===== src/rtl/fetch_stage.sv =====
// rtl/fetch_stage.sv - LEGv8 fetch stage: owns the PC, fetches over ImemReq/ImemRdy, decodes sign-extender control, resolves branches (optional macro FETCH_TIMEOUT_EN adds an S_REQ timeout)
module fetch_stage #(
  parameter int TIMEOUT = 16
) (
  input  logic        CLK,
  input  logic        Reset,
  input  logic [63:0] StartPC,
  output logic        ImemReq,
  output logic [63:0] ImemAddr,
  input  logic        ImemRdy,
  input  logic [31:0] ImemData,
  output logic [31:0] Instr,
  output logic        InstrValid,
  output logic [25:0] Imm,
  output logic [1:0]  ExtCtrl,
  output logic [63:0] CurrentPC,
  input  logic        Advance,
  input  logic        Branch,
  input  logic        Uncondbranch,
  input  logic        Zero,
  input  logic [63:0] BusImm,
  output logic        FetchErr
);

  typedef enum logic [1:0] {
    S_IDLE  = 2'd0,
    S_REQ   = 2'd1,
    S_VALID = 2'd2,
    S_FAULT = 2'd3
  } state_t;

  state_t      state;
  logic [63:0] pc;

  logic        taken;
  logic [63:0] branch_target;
  logic [63:0] seq_pc;
  logic        target_misaligned;

  // Branch resolution is purely combinational on the current PC; the FSM
  // only commits the result when Advance is seen in S_VALID.
  assign taken             = Uncondbranch | (Branch & Zero);
  assign branch_target     = pc + BusImm;
  assign seq_pc            = pc + 64'd4;
  assign target_misaligned = taken && (branch_target[1:0] != 2'b00);

  assign ImemAddr  = pc;
  assign CurrentPC = pc;
  assign Imm       = Instr[25:0];

`ifdef FETCH_TIMEOUT_EN
  localparam int CNT_W = $clog2(TIMEOUT + 1);
  logic [CNT_W-1:0] timeout_cnt;
`else
  // Without the timeout feature the parameter has no consumer.
  logic unused_timeout;
  assign unused_timeout = (TIMEOUT > 0);
`endif

  // Extender control from the opcode, first match wins (B, CBZ/CBNZ, LDUR/STUR).
  always_comb begin
    ExtCtrl = 2'b00;
    if (Instr[31:26] == 6'b000101) begin
      ExtCtrl = 2'b10;
    end else if (Instr[31:25] == 7'b1011010) begin
      ExtCtrl = 2'b11;
    end else if ((Instr[31:21] == 11'b11111000010) ||
                 (Instr[31:21] == 11'b11111000000)) begin
      ExtCtrl = 2'b01;
    end
  end

  // Fetch FSM with registered ImemReq/InstrValid/FetchErr and the PC register.
  always_ff @(posedge CLK) begin
    if (Reset) begin
      state      <= S_IDLE;
      pc         <= StartPC;
      Instr      <= 32'd0;
      InstrValid <= 1'b0;
      ImemReq    <= 1'b0;
      FetchErr   <= 1'b0;
`ifdef FETCH_TIMEOUT_EN
      timeout_cnt <= '0;
`endif
    end else begin
      case (state)
        S_IDLE: begin
          state   <= S_REQ;
          ImemReq <= 1'b1;
        end

        S_REQ: begin
          if (ImemRdy) begin
            // Data arriving on the same edge as the timeout still wins.
            Instr      <= ImemData;
            state      <= S_VALID;
            ImemReq    <= 1'b0;
            InstrValid <= 1'b1;
`ifdef FETCH_TIMEOUT_EN
            timeout_cnt <= '0;
          end else if (timeout_cnt == CNT_W'(TIMEOUT - 1)) begin
            // This is the TIMEOUT-th consecutive cycle without ImemRdy.
            state       <= S_FAULT;
            ImemReq     <= 1'b0;
            FetchErr    <= 1'b1;
            timeout_cnt <= '0;
          end else begin
            timeout_cnt <= timeout_cnt + CNT_W'(1);
`endif
          end
        end

        S_VALID: begin
          if (Advance) begin
            InstrValid <= 1'b0;
            if (target_misaligned) begin
              // PC is left pointing at the offending instruction for debug.
              state    <= S_FAULT;
              FetchErr <= 1'b1;
            end else begin
              pc      <= taken ? branch_target : seq_pc;
              state   <= S_REQ;
              ImemReq <= 1'b1;
            end
          end
        end

        S_FAULT: begin
          ImemReq    <= 1'b0;
          InstrValid <= 1'b0;
          FetchErr   <= 1'b1;
        end

        default: begin
          state      <= S_IDLE;
          ImemReq    <= 1'b0;
          InstrValid <= 1'b0;
        end
      endcase
    end
  end

endmodule

===== config.mk =====
export PLATFORM = sky130hd
export DESIGN_NAME = fetch_stage
export DESIGN_NICKNAME = d
export VERILOG_FILES = /design/src/rtl/fetch_stage.sv
export SDC_FILE = /design/constraint.sdc
export NUM_CORES = 1
export LEC_CHECK = 0
export BUFFER_PORTS_ARGS = -buffer_cell sky130_fd_sc_hd__buf_4
export CAP_MARGIN = 10
export CORE_AREA = 8 8 158 160
export DETAILED_ROUTE_END_ITERATION = 6
export DIE_AREA = 0 0 166 168
export PLACE_DENSITY = 0.86
export SLEW_MARGIN = 20
export SYNTH_ARGS = -nofsm -noshare
export SYNTH_HDL_FRONTEND = slang
export SYNTH_SLANG_ARGS = --single-unit

===== constraint.sdc =====
create_clock -name CLK -period 7 [get_ports CLK]
set_input_delay 1.05 -clock CLK [delete_from_list [all_inputs] [get_ports CLK]]
set_output_delay 1.05 -clock CLK [all_outputs]
set_load 0.02 [all_outputs]

## Yosys cells after proc, flatten, opt, wreduce, memory -nomap -nowiden

Cells that the tools add are included.

| cells by class | value |
|---|---|
| eq/ne operators | 12 |
| mux-type cells | 22 |
| bitwise gates (word level) | 2 |
| reductions and logical operators | 15 |
| add/sub/neg operators | 2 |

Operators by type and width:

| operator | count |
|---|---|
| 64-bit 2-to-1 mux | 5 |
| 64-bit by 3-bit adder with 64-bit output, second input constant | 1 |
| 64-bit adder | 1 |
| 11-bit == test, second input constant | 2 |
| 3-bit AND reduction | 5 |
| 2-bit 2-to-1 mux | 5 |
| 2-bit != test, second input constant | 5 |
| 1-bit 2-to-1 mux | 8 |
| 2-bit nonzero test | 4 |
| 7-bit == test, second input constant | 1 |
| 6-bit by 3-bit == test with 1-bit output, second input constant | 1 |
| 2-bit one-hot mux with 3 select lines | 1 |
| 3-bit nonzero test | 2 |
| 2-bit == test, second input constant | 2 |
| 1-bit one-hot mux with 4 select lines | 1 |
| 1-bit one-hot mux with 3 select lines | 1 |
| 2-bit by 1-bit == test with 1-bit output, second input constant | 1 |
| 2-bit zero test | 1 |
| 1-bit one-hot mux with 2 select lines | 1 |
| 2-bit AND reduction | 1 |
| 1-bit bitwise AND | 1 |
| 1-bit logical AND | 1 |
| 1-bit logical OR | 1 |
| 1-bit bitwise OR | 1 |

| word-level totals | value |
|---|---|
| bits in registers | 101 |
| logic and storage cells | 59 |

## Logic depth before layout (Yosys ltp)

| logic depth | value |
|---|---|
| word-level depth | 7 |
| gate-level depth with buffers | 13 |

## Worst setup path before layout

No wires, ideal clock.

| timing | value |
|---|---|
| path type | input -> register |
| start | in BusImm[0] |
| end | reg pc[0] (netlist: CurrentPC[0]) (enable) |
| required time | 6.687 ns |
| library setup time | 0.313 ns |
| arrival | 6.802 ns |
| setup slack | -0.115 ns |
| buffers on the path | 0 |
| stages | 6 |
| cell sequence | ha_1 > inv_1 > fa_1 > a21oi_1 > o21ai_0 > and2_1 |

| on the way | value |
|---|---|
| word-level cells in the longest chain between the ends | 5 |

Ends and longest elaborated chain:

| element | RTL line | text |
|---|---|---|
| start: declaration | 21 | `input logic [63:0] BusImm,` |
| 64-bit adder | 43 | `assign branch_target = pc + BusImm;` |
| 2-bit nonzero test | 45 | `assign target_misaligned = taken && (branch_target[1:0] != 2'b00);` |
| 1-bit logical AND | 45 |  |
| 2-bit != test (no line) | n/a |  |
| 3-bit AND reduction (no line) | n/a |  |
| end signal: assignment | 77 | `pc <= StartPC;` |
| end signal: assignment | 121 | `pc <= taken ? branch_target : seq_pc;` |
| end: declaration | 33 | `logic [63:0] pc;` |

No other way between the ends.
A chain may end at the register's enable or synchronous reset.

## Worst setup path in the final report

| timing | value |
|---|---|
| start | in BusImm[9] |
| end | reg pc[58] (netlist: CurrentPC[58]), data pin |

| on the way | value |
|---|---|
| word-level cells in the longest chain between the ends | 6 |

Ends and longest elaborated chain:

| element | RTL line | text |
|---|---|---|
| 64-bit adder | 43 |  |
| 64-bit 2-to-1 mux | 121 |  |
| 64-bit 2-to-1 mux | 116 | `if (target_misaligned) begin` |
| 64-bit 2-to-1 mux | 114 | `if (Advance) begin` |
| 64-bit 2-to-1 mux | 86 | `case (state)` |
| 64-bit 2-to-1 mux | 75 | `if (Reset) begin` |

No other way between the ends. The select of a mux whose other input is x is not followed.

==> results.yml <==
status:
  outcome: "complete, no violations"
yosys:
  synthArstFlopShare: 0
  synth-seq-cells: 101
  synth_edf_count: 64
  synthesis.nets: 1571
  ys_warn_count: 0
  synth_cells: 1335
  syn-cell-area_sq_um: 10300
  synthDistinctLibCells: 76
  avgSynthCellArea_sq_um: 7.72
  yosysSeqAreaShare: 0.258
  ys.flop_type: "edfxtp_1"
grt:
  grt_antenna_before_repair: 1
  grt_pass1_vias: 10700
  grt_pass1_wl_mm: 59.7
  groute.usage.overall: 0.264
  grt_max_degree: 64
  overflow: 0
finish:
  drive_gt1_frac: 0.259
  area_growth_pct: 23.9
  postLayoutCoreUtil: 0.571
  layout.cells.non_filler: 1853
  nNetsFinal: 1798
placed_design:
  dp_hpwl_mm: 30.3
  place_congestion: 0.953
  portBuffers: 357
  post-place-cells: 1836
timing:
  fin_skew_ns: 0.0191
  drv_slew: 0
  slew-limit-headroom: 0.298
  final-hold-violation-count: 0
  worst-slew-pin-transition_ns: 1.05
  finalSetupViolations: 0
  fmax_ghz: 0.236
  fin_crit_sh: 0.605
  setup_tns_ns: 0
  rsz0062_at_grt: "false"
  finalCriticalPeriod_ns: 4.24
drt:
  vias: 10800
  drt-pass1-iter-count: 6
  wl_per_cell_um: 20.8
  vias_per_cell: 5.83
  drc_errors: 0
  drt-total-wl_mm: 38.5
  ant_nets: 0
  drt_iter0_markers: 1065
worst_setup_path:
  regToRegStartpoint: "CurrentPC[9]"
  path_class: "in2reg"
  required_ns: 7.13
  cp-start-kind: "input pin"
  cp_slowest_stage_delay_ns: 0.52
  rr_worst_depth: 11
  arrival_ns: 4.37
  cpMaxStageDelayCell: "o21ai_1"
  path_cells: "buf_4, ha_1, a21oi_1, o211ai_1, a21boi_0, a21oi_1, o31ai_1, a21oi_1, o21ai_1, o211ai_1, xor2_1, a221o_1"
  reg2reg_to: "CurrentPC[58]"
  cp_common_cell: "a21oi_1"
  ff2ff_setup_slack_ns: 2.92
  critPathMaxFanout: 6
  crit_path_end_kind: "register"
floorplanning:
  die-area_sq_um: 27900
  start_util: 0.461
  ioPinCount: 358
  die_h_um: 168
  core_area_sq_um: 22400
  die_w_um: 166
  rows: 55
clock_network:
  cts_root_buf: "clkbuf_16"
  holdBufCountCts: 0
  cts_setup_buffers: 0
  cts_made_buffers: 9
  clkSinkCount: 101
  cts_htree_levels: 3
  clkSlewWorstSetupHoldPaths_ns: 0.09
  worstSkewPairLatency_ns: 0.37
  cts_tree: "built"
  clk_path_buf_depth: 2
  cts.repair.resized: 0
hold_path:
  hold_path.class: "reg2reg"
  holdPathEnd: "Instr[13]"
  worstHoldStart: "Instr[13]"
  min_path_cells: 2
pwr:
  power_density_nw_per_um2: 203
  cellLeakagePower_nw: 5.51
  ir_drop_v: 0.000116
flow_run:
  maxCapViolCount: 0
-- cells in the final DEF (no fill, tap or decap), types with 4 or more instances in the layout --
master     synthesis  routed
o21bai_1          13      13
a21oi_1          145     144
or3_1              4       4
a21o_1            35      35
a211o_1            4       4
a31oi_1            7       7
clkbuf_16          0       9
nand2b_1           9       9
o22ai_1            8       8
nor2_1           103     103
inv_1             37      37
nor4_1             8       8
buf_4             91     363
nand3_1           33      33
mux2i_1            4       4
dfxtp_1           37      37
nand4_1           35      35
and3_1            17      17
a2bb2oi_1          5       5
nor3_1            19      19
ha_1              68      68
and4_1             6       6
xor2_1            34      34
o21ai_0           65      64
o31ai_1            9       9
nor2b_1            5       5
o21ai_1           15      15
nand2_1          208     207
o211ai_1          14      14
mux2_2             6       6
o21a_1            15      15
a221oi_1           5       5
a211oi_1          16      16
edfxtp_1          64      64
xnor2_1           74      74
-- report_power, final --
part | leakage [nW] | internal (mW) | switching (mW)
sequential | 0.927 | 0.714 | 0.106
clock | 0.149 | 0.257 | 0.286
combinational | 4.43 | 0.518 | 0.719
-- sequential cells by signal, indices dropped and copies added (netlist names) --
register    count
ImemReq         1
CurrentPC      64
Instr          32
state           2
InstrValid      1
FetchErr        1
-- metrics by stage --
stage               cell area (sq um)  worst slack (ns)  hold slack, ns  power (mW)
floorplan                       10300              1.61           0.483        1.68
global placement                12500              2.54           0.461        2.04
detailed placement              12500              2.47           0.466        2.05
CTS                             12800              2.85           0.479        2.60
global route                    12800              2.62           0.499        2.74
finish                          12800              2.76           0.478        2.60
-- layer usage --
| metal | vias up | part of all wire | track usage |
|---|---|---|---|
| li1 | 5162 | - | - |
| met1 | 5139 | 0.42 | 0.337 |
| met2 | 451 | 0.48 | 0.444 |
| met3 | 53 | 0.069 | 0.0475 |
| met4 | 0 | 0.025 | 0.0842 |
| met5 | - | 0 | 0 |
-- synthesized netlist by cell type (5+ instances only) --
| cell type | count | area, sq um |
|---|---|---|
| nand2_1 | 208 | 781 |
| a21oi_1 | 145 | 726 |
| nor2_1 | 103 | 387 |
| buf_4 | 91 | 683 |
| xnor2_1 | 74 | 648 |
| ha_1 | 68 | 851 |
| o21ai_0 | 65 | 325 |
| edfxtp_1 | 64 | 1920 |
| clkbuf_1 | 40 | 150 |
| dfxtp_1 | 37 | 741 |
| inv_1 | 37 | 139 |
| a21o_1 | 35 | 263 |
| nand4_1 | 35 | 219 |
| xor2_1 | 34 | 298 |
| nand3_1 | 33 | 165 |
| nor3_1 | 19 | 95.1 |
| and3_1 | 17 | 106 |
| a211oi_1 | 16 | 120 |
| o21a_1 | 15 | 113 |
| o21ai_1 | 15 | 75.1 |
| o211ai_1 | 14 | 105 |
| o21bai_1 | 13 | 97.6 |
| nand2b_1 | 9 | 56.3 |
| o31ai_1 | 9 | 67.6 |
| nor4_1 | 8 | 50.1 |
| o22ai_1 | 8 | 50.1 |
| a31oi_1 | 7 | 43.8 |
| and4_1 | 6 | 52.6 |
| mux2_2 | 6 | 67.6 |
| a221oi_1 | 5 | 43.8 |
| a2bb2oi_1 | 5 | 43.8 |
| buf_1 | 5 | 18.8 |
| buf_2 | 5 | 25.0 |
| nor2b_1 | 5 | 31.3 |
-- worst max-delay path by stage --
stage	startpoint	endpoint	slack, ns	cells after the start
detailed placement	BusImm[9]	CurrentPC[58]	2.47	12
global route	BusImm[9]	CurrentPC[60]	2.62	12
floorplan	BusImm[0]	CurrentPC[0]	1.61	6
global placement	BusImm[9]	CurrentPC[58]	2.54	12
CTS	BusImm[9]	CurrentPC[58]	2.85	12
finish	BusImm[9]	CurrentPC[58]	2.76	12
-- kinds of logic after synthesis --
group	after synthesis	share of synthesized area
buf+inv	185	0.106
flops	101	0.258
xor+xnor	108	0.0917
fa+ha+maj	69	0.0845
simple gates	470	0.210
compound gates	392	0.240
mux	10	0.0104
-- critical path, delay by kind of cell --
kind | cells | cell delay, ns
adders and majority gates | 1 | 0.36
AOI/OAI and AO/OA | 9 | 2.67
xor gates and xnor gates | 1 | 0.17
buffers and inverters | 1 | 0.11
-- final cells by class --
type / count / area (sq um)
fill: 2115 / 9590
clock buffer: 9 / 225
antenna: 1 / 2.50
multi-input combinational: 1049 / 6580
sequential: 101 / 2660
inverter: 38 / 143
clock inverter: 7 / 73.8
tap: 285 / 357
timing repair buffer: 363 / 2730
Note: power is estimated with default switching activity, not from simulation.
